===== src/rtl/ac_exec_pkg.sv =====
// Shared opcode, state and flag definitions for the AC execution unit.
// Imported by the interface, the writeback logic and the top.
package ac_exec_pkg;

  localparam int ALU_WAIT_MIN = 1;
  localparam int ALU_WAIT_MAX = 4;

  localparam int FLG_C = 3;
  localparam int FLG_V = 2;
  localparam int FLG_N = 1;
  localparam int FLG_Z = 0;

  typedef enum logic [2:0] {
    OP_AND = 3'b000,
    OP_ADD = 3'b001,
    OP_LDA = 3'b010,
    OP_CMA = 3'b011,
    OP_SHR = 3'b100,
    OP_SHL = 3'b101,
    OP_NOP = 3'b110,
    OP_CLR = 3'b111
  } op_e;

  typedef enum logic [1:0] {
    S_IDLE  = 2'd0,
    S_ISSUE = 2'd1,
    S_RESP  = 2'd2
  } state_e;

endpackage


===== src/rtl/ac_exec_if.sv =====
// Command, response and ALU-side signals of the AC execution unit.
// The unit uses the slave modport; the environment uses master.
interface ac_exec_if;

  logic        cmd_valid;
  logic        cmd_ready;
  logic [2:0]  cmd_op;
  logic [15:0] cmd_dr;

  logic        rsp_valid;
  logic        rsp_ready;
  logic [15:0] rsp_ac;
  logic        rsp_e;
  logic [3:0]  rsp_flags;

  logic [2:0]  alu_aselect;
  logic [15:0] alu_ac;
  logic [15:0] alu_dr;
  logic        alu_e;
  logic [16:0] alu_out;
  logic        alu_co;
  logic        alu_ovf;

  modport slave (
    input  cmd_valid, cmd_op, cmd_dr,
    output cmd_ready,
    output rsp_valid, rsp_ac, rsp_e, rsp_flags,
    input  rsp_ready,
    output alu_aselect, alu_ac, alu_dr, alu_e,
    input  alu_out, alu_co, alu_ovf
  );

  modport master (
    output cmd_valid, cmd_op, cmd_dr,
    input  cmd_ready,
    input  rsp_valid, rsp_ac, rsp_e, rsp_flags,
    output rsp_ready,
    input  alu_aselect, alu_ac, alu_dr, alu_e,
    output alu_out, alu_co, alu_ovf
  );

endinterface


===== src/rtl/ac_exec_wb.sv =====
// Next AC/E/flags from the ALU result; Z is derived here,
// never taken from the ALU.
module ac_exec_wb
  import ac_exec_pkg::*;
(
  input  op_e         op_i,
  input  logic [16:0] alu_out_i,
  input  logic        alu_ovf_i,
  input  logic [15:0] ac_i,
  input  logic        e_i,
  input  logic [3:0]  flags_i,
  output logic [15:0] ac_o,
  output logic        e_o,
  output logic [3:0]  flags_o
);

  logic [15:0] res;
  logic        n_f;
  logic        z_f;

  assign res = alu_out_i[15:0];
  assign n_f = res[15];
  assign z_f = (res == 16'h0000);

  always_comb begin
    ac_o    = ac_i;
    e_o     = e_i;
    flags_o = flags_i;
    unique case (op_i)
      OP_AND, OP_LDA, OP_CMA: begin
        ac_o           = res;
        flags_o        = '0;
        flags_o[FLG_N] = n_f;
        flags_o[FLG_Z] = z_f;
      end
      OP_ADD: begin
        ac_o           = res;
        e_o            = alu_out_i[16];
        flags_o[FLG_C] = alu_out_i[16];
        flags_o[FLG_V] = alu_ovf_i;
        flags_o[FLG_N] = n_f;
        flags_o[FLG_Z] = z_f;
      end
      OP_SHR, OP_SHL: begin
        ac_o           = res;
        e_o            = alu_out_i[16];
        flags_o[FLG_C] = alu_out_i[16];
        flags_o[FLG_V] = 1'b0;
        flags_o[FLG_N] = n_f;
        flags_o[FLG_Z] = z_f;
      end
      OP_CLR: begin
        ac_o           = '0;
        e_o            = 1'b0;
        flags_o        = '0;
        flags_o[FLG_Z] = 1'b1;
      end
      default: ;
    endcase
  end

endmodule


===== src/rtl/ac_exec_unit.sv =====
// AC/E execution unit: accepts one command, drives the ALU for
// ALU_WAIT cycles, writes back, then holds the response.
module ac_exec_unit
  import ac_exec_pkg::*;
#(
  parameter int ALU_WAIT = 1
) (
  input  logic      clk,
  input  logic      reset,
  ac_exec_if.slave  bus
);

  localparam logic [1:0] LAST = 2'(ALU_WAIT - 1);

  state_e      state_q;
  op_e         op_q;
  logic [15:0] dr_q;
  logic [1:0]  cnt_q;
  logic [15:0] ac_q;
  logic        e_q;
  logic [3:0]  flags_q;

  logic [15:0] ac_d;
  logic        e_d;
  logic [3:0]  flags_d;

  ac_exec_wb u_wb (
    .op_i      (op_q),
    .alu_out_i (bus.alu_out),
    .alu_ovf_i (bus.alu_ovf),
    .ac_i      (ac_q),
    .e_i       (e_q),
    .flags_i   (flags_q),
    .ac_o      (ac_d),
    .e_o       (e_d),
    .flags_o   (flags_d)
  );

  assign bus.cmd_ready = (state_q == S_IDLE);
  assign bus.rsp_valid = (state_q == S_RESP);
  assign bus.rsp_ac    = ac_q;
  assign bus.rsp_e     = e_q;
  assign bus.rsp_flags = flags_q;

  // ALU sees NOP unless a command is actually in flight
  assign bus.alu_aselect =
    (state_q == S_ISSUE) ? op_q : OP_NOP;
  assign bus.alu_ac = ac_q;
  assign bus.alu_dr = dr_q;
  assign bus.alu_e  = e_q;

  always_ff @(posedge clk) begin
    if (reset) begin
      state_q <= S_IDLE;
      op_q    <= OP_NOP;
      dr_q    <= '0;
      cnt_q   <= '0;
      ac_q    <= '0;
      e_q     <= 1'b0;
      flags_q <= '0;
    end else begin
      unique case (state_q)
        S_IDLE: begin
          if (bus.cmd_valid) begin
            op_q    <= op_e'(bus.cmd_op);
            dr_q    <= bus.cmd_dr;
            cnt_q   <= '0;
            state_q <= S_ISSUE;
          end
        end
        S_ISSUE: begin
          if (cnt_q == LAST) begin
            ac_q    <= ac_d;
            e_q     <= e_d;
            flags_q <= flags_d;
            state_q <= S_RESP;
          end else begin
            cnt_q <= cnt_q + 2'd1;
          end
        end
        S_RESP: begin
          if (bus.rsp_ready) state_q <= S_IDLE;
        end
        default: state_q <= S_IDLE;
      endcase
    end
  end

endmodule


===== src/flat_wrapper.sv =====
// flat-port wrapper written by rule: the top's interface ports become plain ports
module ac_exec_unit_flat import ac_exec_pkg::*;
#(
  parameter int ALU_WAIT = 1
)
  (clk, reset, bus_cmd_valid, bus_cmd_op, bus_cmd_dr, bus_cmd_ready, bus_rsp_valid, bus_rsp_ac, bus_rsp_e, bus_rsp_flags, bus_rsp_ready, bus_alu_aselect, bus_alu_ac, bus_alu_dr, bus_alu_e, bus_alu_out, bus_alu_co, bus_alu_ovf);
  ac_exec_if bus_i ();
  input  logic clk;
  input  logic reset;
  input wire logic [$bits(bus_i.cmd_valid)-1:0] bus_cmd_valid;
  input wire logic [$bits(bus_i.cmd_op)-1:0] bus_cmd_op;
  input wire logic [$bits(bus_i.cmd_dr)-1:0] bus_cmd_dr;
  output wire logic [$bits(bus_i.cmd_ready)-1:0] bus_cmd_ready;
  output wire logic [$bits(bus_i.rsp_valid)-1:0] bus_rsp_valid;
  output wire logic [$bits(bus_i.rsp_ac)-1:0] bus_rsp_ac;
  output wire logic [$bits(bus_i.rsp_e)-1:0] bus_rsp_e;
  output wire logic [$bits(bus_i.rsp_flags)-1:0] bus_rsp_flags;
  input wire logic [$bits(bus_i.rsp_ready)-1:0] bus_rsp_ready;
  output wire logic [$bits(bus_i.alu_aselect)-1:0] bus_alu_aselect;
  output wire logic [$bits(bus_i.alu_ac)-1:0] bus_alu_ac;
  output wire logic [$bits(bus_i.alu_dr)-1:0] bus_alu_dr;
  output wire logic [$bits(bus_i.alu_e)-1:0] bus_alu_e;
  input wire logic [$bits(bus_i.alu_out)-1:0] bus_alu_out;
  input wire logic [$bits(bus_i.alu_co)-1:0] bus_alu_co;
  input wire logic [$bits(bus_i.alu_ovf)-1:0] bus_alu_ovf;
  assign bus_i.cmd_valid = bus_cmd_valid;
  assign bus_i.cmd_op = bus_cmd_op;
  assign bus_i.cmd_dr = bus_cmd_dr;
  assign bus_cmd_ready = bus_i.cmd_ready;
  assign bus_rsp_valid = bus_i.rsp_valid;
  assign bus_rsp_ac = bus_i.rsp_ac;
  assign bus_rsp_e = bus_i.rsp_e;
  assign bus_rsp_flags = bus_i.rsp_flags;
  assign bus_i.rsp_ready = bus_rsp_ready;
  assign bus_alu_aselect = bus_i.alu_aselect;
  assign bus_alu_ac = bus_i.alu_ac;
  assign bus_alu_dr = bus_i.alu_dr;
  assign bus_alu_e = bus_i.alu_e;
  assign bus_i.alu_out = bus_alu_out;
  assign bus_i.alu_co = bus_alu_co;
  assign bus_i.alu_ovf = bus_alu_ovf;
  ac_exec_unit #(.ALU_WAIT(ALU_WAIT)) u_core (.clk(clk), .reset(reset), .bus(bus_i));
endmodule

===== config.mk =====
export PLATFORM = sky130hd
export DESIGN_NAME = ac_exec_unit_flat
export DESIGN_NICKNAME = d
export VERILOG_FILES = /design/src/rtl/ac_exec_pkg.sv /design/src/rtl/ac_exec_if.sv /design/src/rtl/ac_exec_wb.sv /design/src/rtl/ac_exec_unit.sv /design/src/flat_wrapper.sv
export SDC_FILE = /design/constraint.sdc
export NUM_CORES = 1
export LEC_CHECK = 0
export BUFFER_PORTS_ARGS = -buffer_cell sky130_fd_sc_hd__buf_2
export CAP_MARGIN = 25
export CORE_ASPECT_RATIO = 2
export CORE_MARGIN = 1
export CORE_UTILIZATION = 50
export CTS_BUF_LIST = sky130_fd_sc_hd__clkbuf_8
export DETAILED_ROUTE_END_ITERATION = 10
export PLACE_DENSITY = 0.88
export SLEW_MARGIN = 20
export SYNTH_ARGS = -nofsm -noshare
export SYNTH_HDL_FRONTEND = slang
export SYNTH_SLANG_ARGS = --single-unit

===== constraint.sdc =====
create_clock -name clk -period 4.1 [get_ports clk]
set_clock_uncertainty 0.2 [all_clocks]
set_input_delay 0.82 -clock clk [delete_from_list [all_inputs] [get_ports clk]]
set_output_delay 0.82 -clock clk [all_outputs]
set_load 0.02 [all_outputs]

### Word level (Yosys, flattened, before mapping)

Index checks and enable logic that the tools add are counted.

* add/sub/neg operators: 1
* equal/unequal tests: 12
* multiplexer cells: 11
* reduce and logical (&&, ||, !) cells: 18

Operator list (number)
* one-hot mux 16 bit (2 select lines): 1
* logical NOT 16 bit: 1
* one-hot mux 4 bit (4 select lines): 1
* AND reduction 3 bit: 5
* two-way mux 2 bit: 5
* == test 3 bit (second input constant): 3
* == test 3 x 2 -> 1 bit (second input constant): 2
* inequality test 2 bit (second input constant): 3
* one-hot mux 2 bit (3 select lines): 1
* nonzero test 2 bit: 3
* OR reduction 3 bit: 2
* OR reduction 6 bit: 1
* logical NOT 2 bit: 2
* one-hot mux 2 bit (2 select lines): 1
* nonzero test 4 bit: 1
* == test 3 x 1 -> 1 bit (second input constant): 1
* logical NOT 3 bit: 1
* two-way mux 3 bit: 1
* adder 2 x 1 -> 2 bit (second input constant): 1
* == test 2 x 1 -> 1 bit (second input constant): 1
* == test 2 bit (second input constant): 1
* inequality test 2 x 1 -> 1 bit (second input constant): 1
* one-hot mux 1 bit (2 select lines): 1
* AND reduction 2 bit: 1
* OR reduction 2 bit: 1

* register bits: 44
* input port bits: 42
* output and inout bits: 59
* logic and storage cells: 49

### Logic depth before layout (Yosys ltp)

Gate-level depths: netlist (run 1).

* word-level depth: 4
* depth in mapped cells: 7

### Cells and area by module

Synthesis (run 1) repeated with hierarchy kept, for this count alone.

* cells, all modules: 290
* area, all modules: 2253.4 um^2

By module, submodules not included
* ac_exec_unit: instances 1, cells an instance 220, area each 1781.7 um^2, sequential area each 880.8 um^2
* ac_exec_wb: instances 1, cells an instance 70, area each 471.7 um^2, sequential area each 0.0 um^2

### Worst setup path after synthesis (run 1)

OpenSTA, ideal clock, no wires.

* path kind: register to output
* start point: register u_core.state_q[0]
* end point: output port bus_alu_aselect[0]
* data arrival time: 0.865 ns
* data required time: 3.080 ns
* slack: 2.215 ns
* stages on the path, launching flop included: 4
* cells stage by stage: dfxtp_1 buf_6 nor2b_1 and2_1

* cells in the longest elaborated chain, start to end: 2

Ends and longest elaborated chain
* start, declared: line ac_exec_unit.sv:15 `state_e state_q;`
* start signal, assigned: line ac_exec_unit.sv:54 `state_q <= S_IDLE;`
* start signal, assigned: line ac_exec_unit.sv:68 `state_q <= S_ISSUE;`
* start signal, assigned: line ac_exec_unit.sv:76 `state_q <= S_RESP;`
* == test 2 x 1 -> 1 bit: line ac_exec_unit.sv:47 `(state_q == S_ISSUE) ? op_q : OP_NOP;`
* two-way mux 3 bit: line ac_exec_unit.sv:47
* end, declared: line flat_wrapper.sv:19 `output wire logic [$bits(bus_i.alu_aselect)-1:0] bus_alu_aselect;`

Every way passes these cells.

### Worst setup path in the final report (run 1)

Same ends and word-level chain as after synthesis.

==> results.cfg, run 1 <==
[global_routing]
grt-ovfl-total = 0
grt_pass1_wl_um = 7090
grt_max_degree = 43
first_global_vias = 1754
grt_usage_pct = 22.1
grt_antenna_before_repair = 0

[die]
rows = 31
die_w_um = 46.2
die_h_um = 90.4
initial_core_util_pct = 53.0
dieArea_um2 = 4180
coreArea_um2 = 3680
num_io_pins = 101

[yosys]
syn_nets = 283
synth_area_leaders = dfxtp_1 (45%), a21oi_1 (10%), nand2_1 (7.7%)
yosysSeqAreaShare_pct = 45.1
synth.most_common_cell = dfxtp_1
synth_cell_types = 34
synth_edf_count = 0
syn_area_um2 = 1950
async_reset_ff_share_pct = 0
synth_top_area_share_pct = 45.1
ys_ff_latch = 44
avgSynthCellArea_um2 = 8.14
synthCells = 240
yosysWarnings = 0
synth_flop_cell = dfxtp_1
yosysTopAreaCell = dfxtp_1
synthTopCellsByCount = dfxtp_1 (44), nand2_1 (40), a21oi_1 (39)

[cells_and_area]
post-route-cell-area_um2 = 2440
n_fill_cell = 329
antenna_cells = 0
layout-drive-gt1-share_pct = 36.2
fin_nets = 354
ff_latch_area_um2 = 881
areaGrowthSynthToFinish_pct = 25.0
final_cells = 361
multiInputGateArea_um2 = 820

[clocking]
cts_buffers = 5
htreeDepth = 2
clock_latency_ns = 0.29
hold_buffers = 0
cts_buffer_depth = 2
path_clk_slew_ns = 0.08
clock_sinks = 44
cts.repair.resized = 0
cts_tree = built
cts-root-buf = clkbuf_8
post_cts_buffers = 0

[job]
cap_violations = 0

[placement]
dp.cells = 353
portBuffers = 99
hpwl_um = 3150
dpl_cell_area_um2 = 2280
gp_congestion = 0.749

[critical_path]
crit_arrival_ns = 1.40
crit_path_start_kind = flop
worstPathMaxFanout = 11
crit_type = flop to output port
required_ns = 3.08
cp-end-kind = output port

[timing]
slew_headroom_pct = 46.9
finalHoldViolations = 0
min_period_over_period_pct = 59.1
tightest_slew_ns = 0.795
rsz0062_at_grt = no
setup_viol = 0
max_freq_ghz = 0.413
timing.hold.ws_ns = 0.252
fin_setup_tns_ns = 0
post-route-min-period_ns = 2.42
slew_viol_final = 0

[routing]
drt-initial-drc-count = 30
totalWireLength_um = 4370
ant_nets = 0
wl_per_cell_um = 12.1
vias = 1835
drc = 0
drt-pass1-iter-count = 4
viasPerCell = 5.08

[pwr]
ir_drop_mv = 0.375
pwr_density_cell_nw_per_um2 = 439
cellLeakagePower_nw = 1.15

[hold_path]
hold_path.class = flop to flop

[outcome]
status = finished clean
-- routing by layer --
layer / up-vias / track usage (%) / part of all wire [%]
li1: 940 / - / -
met1: 815 / 21.3 / 39
met2: 76 / 42.1 / 55
met3: 4 / 4.00 / 5.5
met4: 0 / 7.84 / 1.2
met5: - / 0 / 0
-- metrics by stage --
| step | total power [mW] | util [%] | setup slack, ns |
|---|---|---|---|
| 6_report | 1.07 | 66.3 | 1.68 |
| 5_1_grt | 1.12 | 66.3 | 1.57 |
| 4_1_cts | 1.08 | 66.3 | 1.67 |
| 3_5_place_dp | 0.634 | 62.0 | 1.91 |
| 3_3_place_gp | 0.629 | 61.8 | 1.72 |
| 2_1_floorplan | 0.590 | - | 2.21 |
-- flip-flops by register name, indices dropped and copies added (netlist names) --
signal and count:
u_core.bus.rsp_flags 4, u_core.bus.alu_e 1, u_core.bus.alu_ac 16, u_core.bus.alu_dr 16
u_core.cnt_q 2, u_core.op_q 3, u_core.state_q 2
-- power breakdown --
part	internal, mW	switching [mW]
clock	0.305	0.143
combinational	0.0547	0.105
sequential	0.448	0.0161
total	0.807	0.264
-- worst max-delay path, stage by stage, from the launching register on --
cell and delay (ns):
dfxtp_1 0.55, nor2b_1 0.26, and2_1 0.15, buf_2 0.16
-- layout by cell type (no fill, tap or decap), types with 4 or more instances in the layout --
cell / n
a21oi_1: 39
buf_2: 99
clkbuf_8: 5
dfxtp_1: 44
inv_1: 5
nand2_1: 40
nand2b_1: 4
nand3_1: 16
nor4_1: 4
o21ai_0: 21
-- layout make-up --
cell class	count	area share [%]
sequential	44	36.1
multi-input combinational	155	33.6
timing repair buffer	100	20.6
clock inverter	3	3.69
clock buffer	5	2.82
tap	49	2.51
inverter	5	0.768
-- final timing paths --
path                             start                 endpoint  slack, ns  cells after the start
setup reg to reg       u_core.cnt_q[0]  u_core.bus.rsp_flags[0]       1.94                      5
setup / recovery     u_core.state_q[0]       bus_alu_aselect[0]       1.68                      3
hold / removal    u_core.bus.alu_dr[1]     u_core.bus.alu_dr[1]       0.25                      2
hold reg to reg   u_core.bus.alu_dr[1]     u_core.bus.alu_dr[1]       0.25                      2
-- cells by family (layout without fill, tap and decap cells) --
group | after synthesis | count (layout) | share of synthesized area [%]
multiplexers | 1 | 1 | 0.512
buffers and inverters | 41 | 113 | 13.3
adder cells (fa/ha/maj) | 1 | 1 | 0.640
AO/OA/AOI/OAI | 67 | 67 | 18.8
AND/OR/NAND/NOR | 86 | 86 | 21.8
flip-flops | 44 | 44 | 45.1
Note: power is estimated with default switching activity, not from simulation.
==> run 2: changes to the inputs <==
--- a/config.mk
+++ b/config.mk
@@ -5,14 +5,15 @@
 export SDC_FILE = /design/constraint.sdc
 export NUM_CORES = 1
 export LEC_CHECK = 0
+export ABC_AREA = 1
 export BUFFER_PORTS_ARGS = -buffer_cell sky130_fd_sc_hd__buf_2
 export CAP_MARGIN = 25
 export CORE_ASPECT_RATIO = 2
 export CORE_MARGIN = 1
-export CORE_UTILIZATION = 50
+export CORE_UTILIZATION = 46
 export CTS_BUF_LIST = sky130_fd_sc_hd__clkbuf_8
 export DETAILED_ROUTE_END_ITERATION = 10
-export PLACE_DENSITY = 0.88
+export PLACE_DENSITY = 0.83
 export SLEW_MARGIN = 20
 export SYNTH_ARGS = -nofsm -noshare
 export SYNTH_HDL_FRONTEND = slang
==> constraint.sdc (replaced) <==
create_clock -name clk -period 2.35 [get_ports clk]
set_clock_uncertainty 0.2 [all_clocks]
set_input_delay 0.47 -clock clk [delete_from_list [all_inputs] [get_ports clk]]
set_output_delay 0.47 -clock clk [all_outputs]
set_load 0.02 [all_outputs]
==> run 2 against run 1 <==
Effect of this change: clock power up 23%; synthesized cell count up 1.3%; die area up 3.9%; design area down 3.2%; first-iteration DRC count down 23%; utilization down 5.4 points; combinational power up 75%; sequential power up 76%; count of clock-buffer cells in the layout unchanged; critical path depth up 1; total power up 54%; critical endpoint is now bus_alu_aselect[2].
==> results.cfg, run 2 <==
[outcome]
status = finished clean

[critical_path]
required_ns = 1.68
worstPathMaxFanout = 4
crit_path_start_kind = flop
cp-end-kind = output port
cp-startpoint = u_core.state_q[1]
r2r_cells = 6
crit_arrival_ns = 1.29
rrSetupSlack_ns = 0.69
crit_type = flop to output port
crit-reg2reg-capture = u_core.bus.rsp_flags[1]
r2r-start = u_core.cnt_q[0]
crit_end = bus_alu_aselect[2]

[yosys]
syn_area_um2 = 1870
async_reset_ff_share_pct = 0
synth_area_leaders = dfxtp_1 (47%), nand2_1 (11%), nor2_1 (10%)
syn_nets = 286
synthCells = 243
yosysSeqAreaShare_pct = 47.1
synth_flop_cell = dfxtp_1
avgSynthCellArea_um2 = 7.70
ys_ff_latch = 44
synth.most_common_cell = nand2_1
synth_edf_count = 0
synth_cell_types = 24
yosysWarnings = 0
yosysTopAreaCell = dfxtp_1
synth_top_area_share_pct = 47.1
synthTopCellsByCount = nand2_1 (53), nor2_1 (52), dfxtp_1 (44)

[routing]
drt-initial-drc-count = 23
drt-pass1-iter-count = 4
vias = 1757
totalWireLength_um = 4020
viasPerCell = 4.67
drc = 0
ant_nets = 0
wl_per_cell_um = 10.7

[clocking]
cts.repair.resized = 0
cts_buffers = 5
htreeDepth = 2
cts_tree = built
clock_sinks = 44
cts_buffer_depth = 2
post_cts_buffers = 0
clock_latency_ns = 0.29
cts-root-buf = clkbuf_8
path_clk_slew_ns = 0.08
hold_buffers = 0

[timing]
slew_viol_final = 0
fin_setup_tns_ns = 0
max_freq_ghz = 0.510
tightest_slew_ns = 0.642
slew_headroom_pct = 57.2
finalHoldViolations = 0
setup_viol = 0
rsz0062_at_grt = no
min_period_over_period_pct = 83.4
post-route-min-period_ns = 1.96

[global_routing]
grt_antenna_before_repair = 0
grt_max_degree = 24
grt_usage_pct = 19.7
grt-ovfl-total = 0
grt_pass1_wl_um = 6380
first_global_vias = 1546

[hold_path]
hold_path.class = primary input to flop

[placement]
portBuffers = 99
gp_congestion = 0.746
hpwl_um = 3110

[job]
cap_violations = 0

[die]
coreArea_um2 = 3880
dieArea_um2 = 4340
num_io_pins = 101
rows = 32
die_w_um = 47.1
die_h_um = 92.2
initial_core_util_pct = 48.2

[cells_and_area]
fin_nets = 367
final_common_cell = buf_2
layout-drive-gt1-share_pct = 38.5
areaGrowthSynthToFinish_pct = 26.4
antenna_cells = 0
final_util_pct = 60.9
layout_common_cells = buf_2 (99), nand2_1 (53), nor2_1 (52)

[pwr]
cellLeakagePower_nw = 1.16
ir_drop_mv = 0.475
pwr_density_cell_nw_per_um2 = 697
## run 2: per-layer routing
layer	track usage, %	vias to the layer above	wire (um)
met1	19.5	782	1480
met2	35.9	61	2250
met4	8.57	0	69
met3	4.33	6	213
met5	0	-	0
li1	-	908	-
## run 2: final cells by class
cell class / count / area (um^2)
fillers: 377 / 1520
flip-flops and latches: 44 / 881
multi-input cells: 161 / 758
repair buffers: 101 / 510
clock buffers: 5 / 68.8
well taps: 51 / 63.8
inverters: 11 / 43.8
clock inverters: 3 / 38.8
## run 2: worst max-delay path, cell delays in order (launching register included)
cell	delay [ns]
dfxtp_1	0.32
inv_1	0.14
nand2_1	0.11
or2_2	0.28
buf_2	0.16
## run 2: report_power, final
group	switching, mW	internal, mW	leakage, nW	total, mW
Clock	0.240	0.311	0.0593	0.551
Sequential	0.0288	0.789	0.360	0.818
Combinational	0.178	0.101	0.745	0.279
## run 2: worst min path at each step
stage                            startpoint                       to  slack, ns  cells after the start
floorplan                   u_core.cnt_q[1]          u_core.cnt_q[1]       0.24                      2
global placement            u_core.cnt_q[1]          u_core.cnt_q[1]       0.25                      2
detailed placement  u_core.bus.rsp_flags[1]  u_core.bus.rsp_flags[1]       0.26                      2
CTS                           bus_cmd_op[2]           u_core.op_q[2]       0.19                      3
global route                  bus_cmd_op[2]           u_core.op_q[2]       0.21                      3
finish                        bus_cmd_op[2]           u_core.op_q[2]       0.19                      3
## run 2: metrics by stage
step           area [um^2]  hold slack [ns]  instances  setup WS, ns  total power, mW
2_1_floorplan         1870            0.239        243         0.838             1.03
3_3_place_gp          2260            0.248        368         0.705             1.11
3_5_place_dp          2260            0.257        368         0.676             1.12
4_1_cts               2360            0.188        376         0.375             1.67
5_1_grt               2360            0.207        376         0.306             1.74
6_report              2360            0.194        376         0.389             1.65
## run 2: cells by family (layout without fill, tap and decap cells)
group / after synthesis / after routing / synth area share [%]
and+or+nand+nor: 115 / 115 / 25.1
AOI/OAI and AO/OA: 45 / 45 / 14.8
DFF: 44 / 44 / 47.1
buffers and inverters: 38 / 120 / 12.4
adders and majority gates: 1 / 1 / 0.669
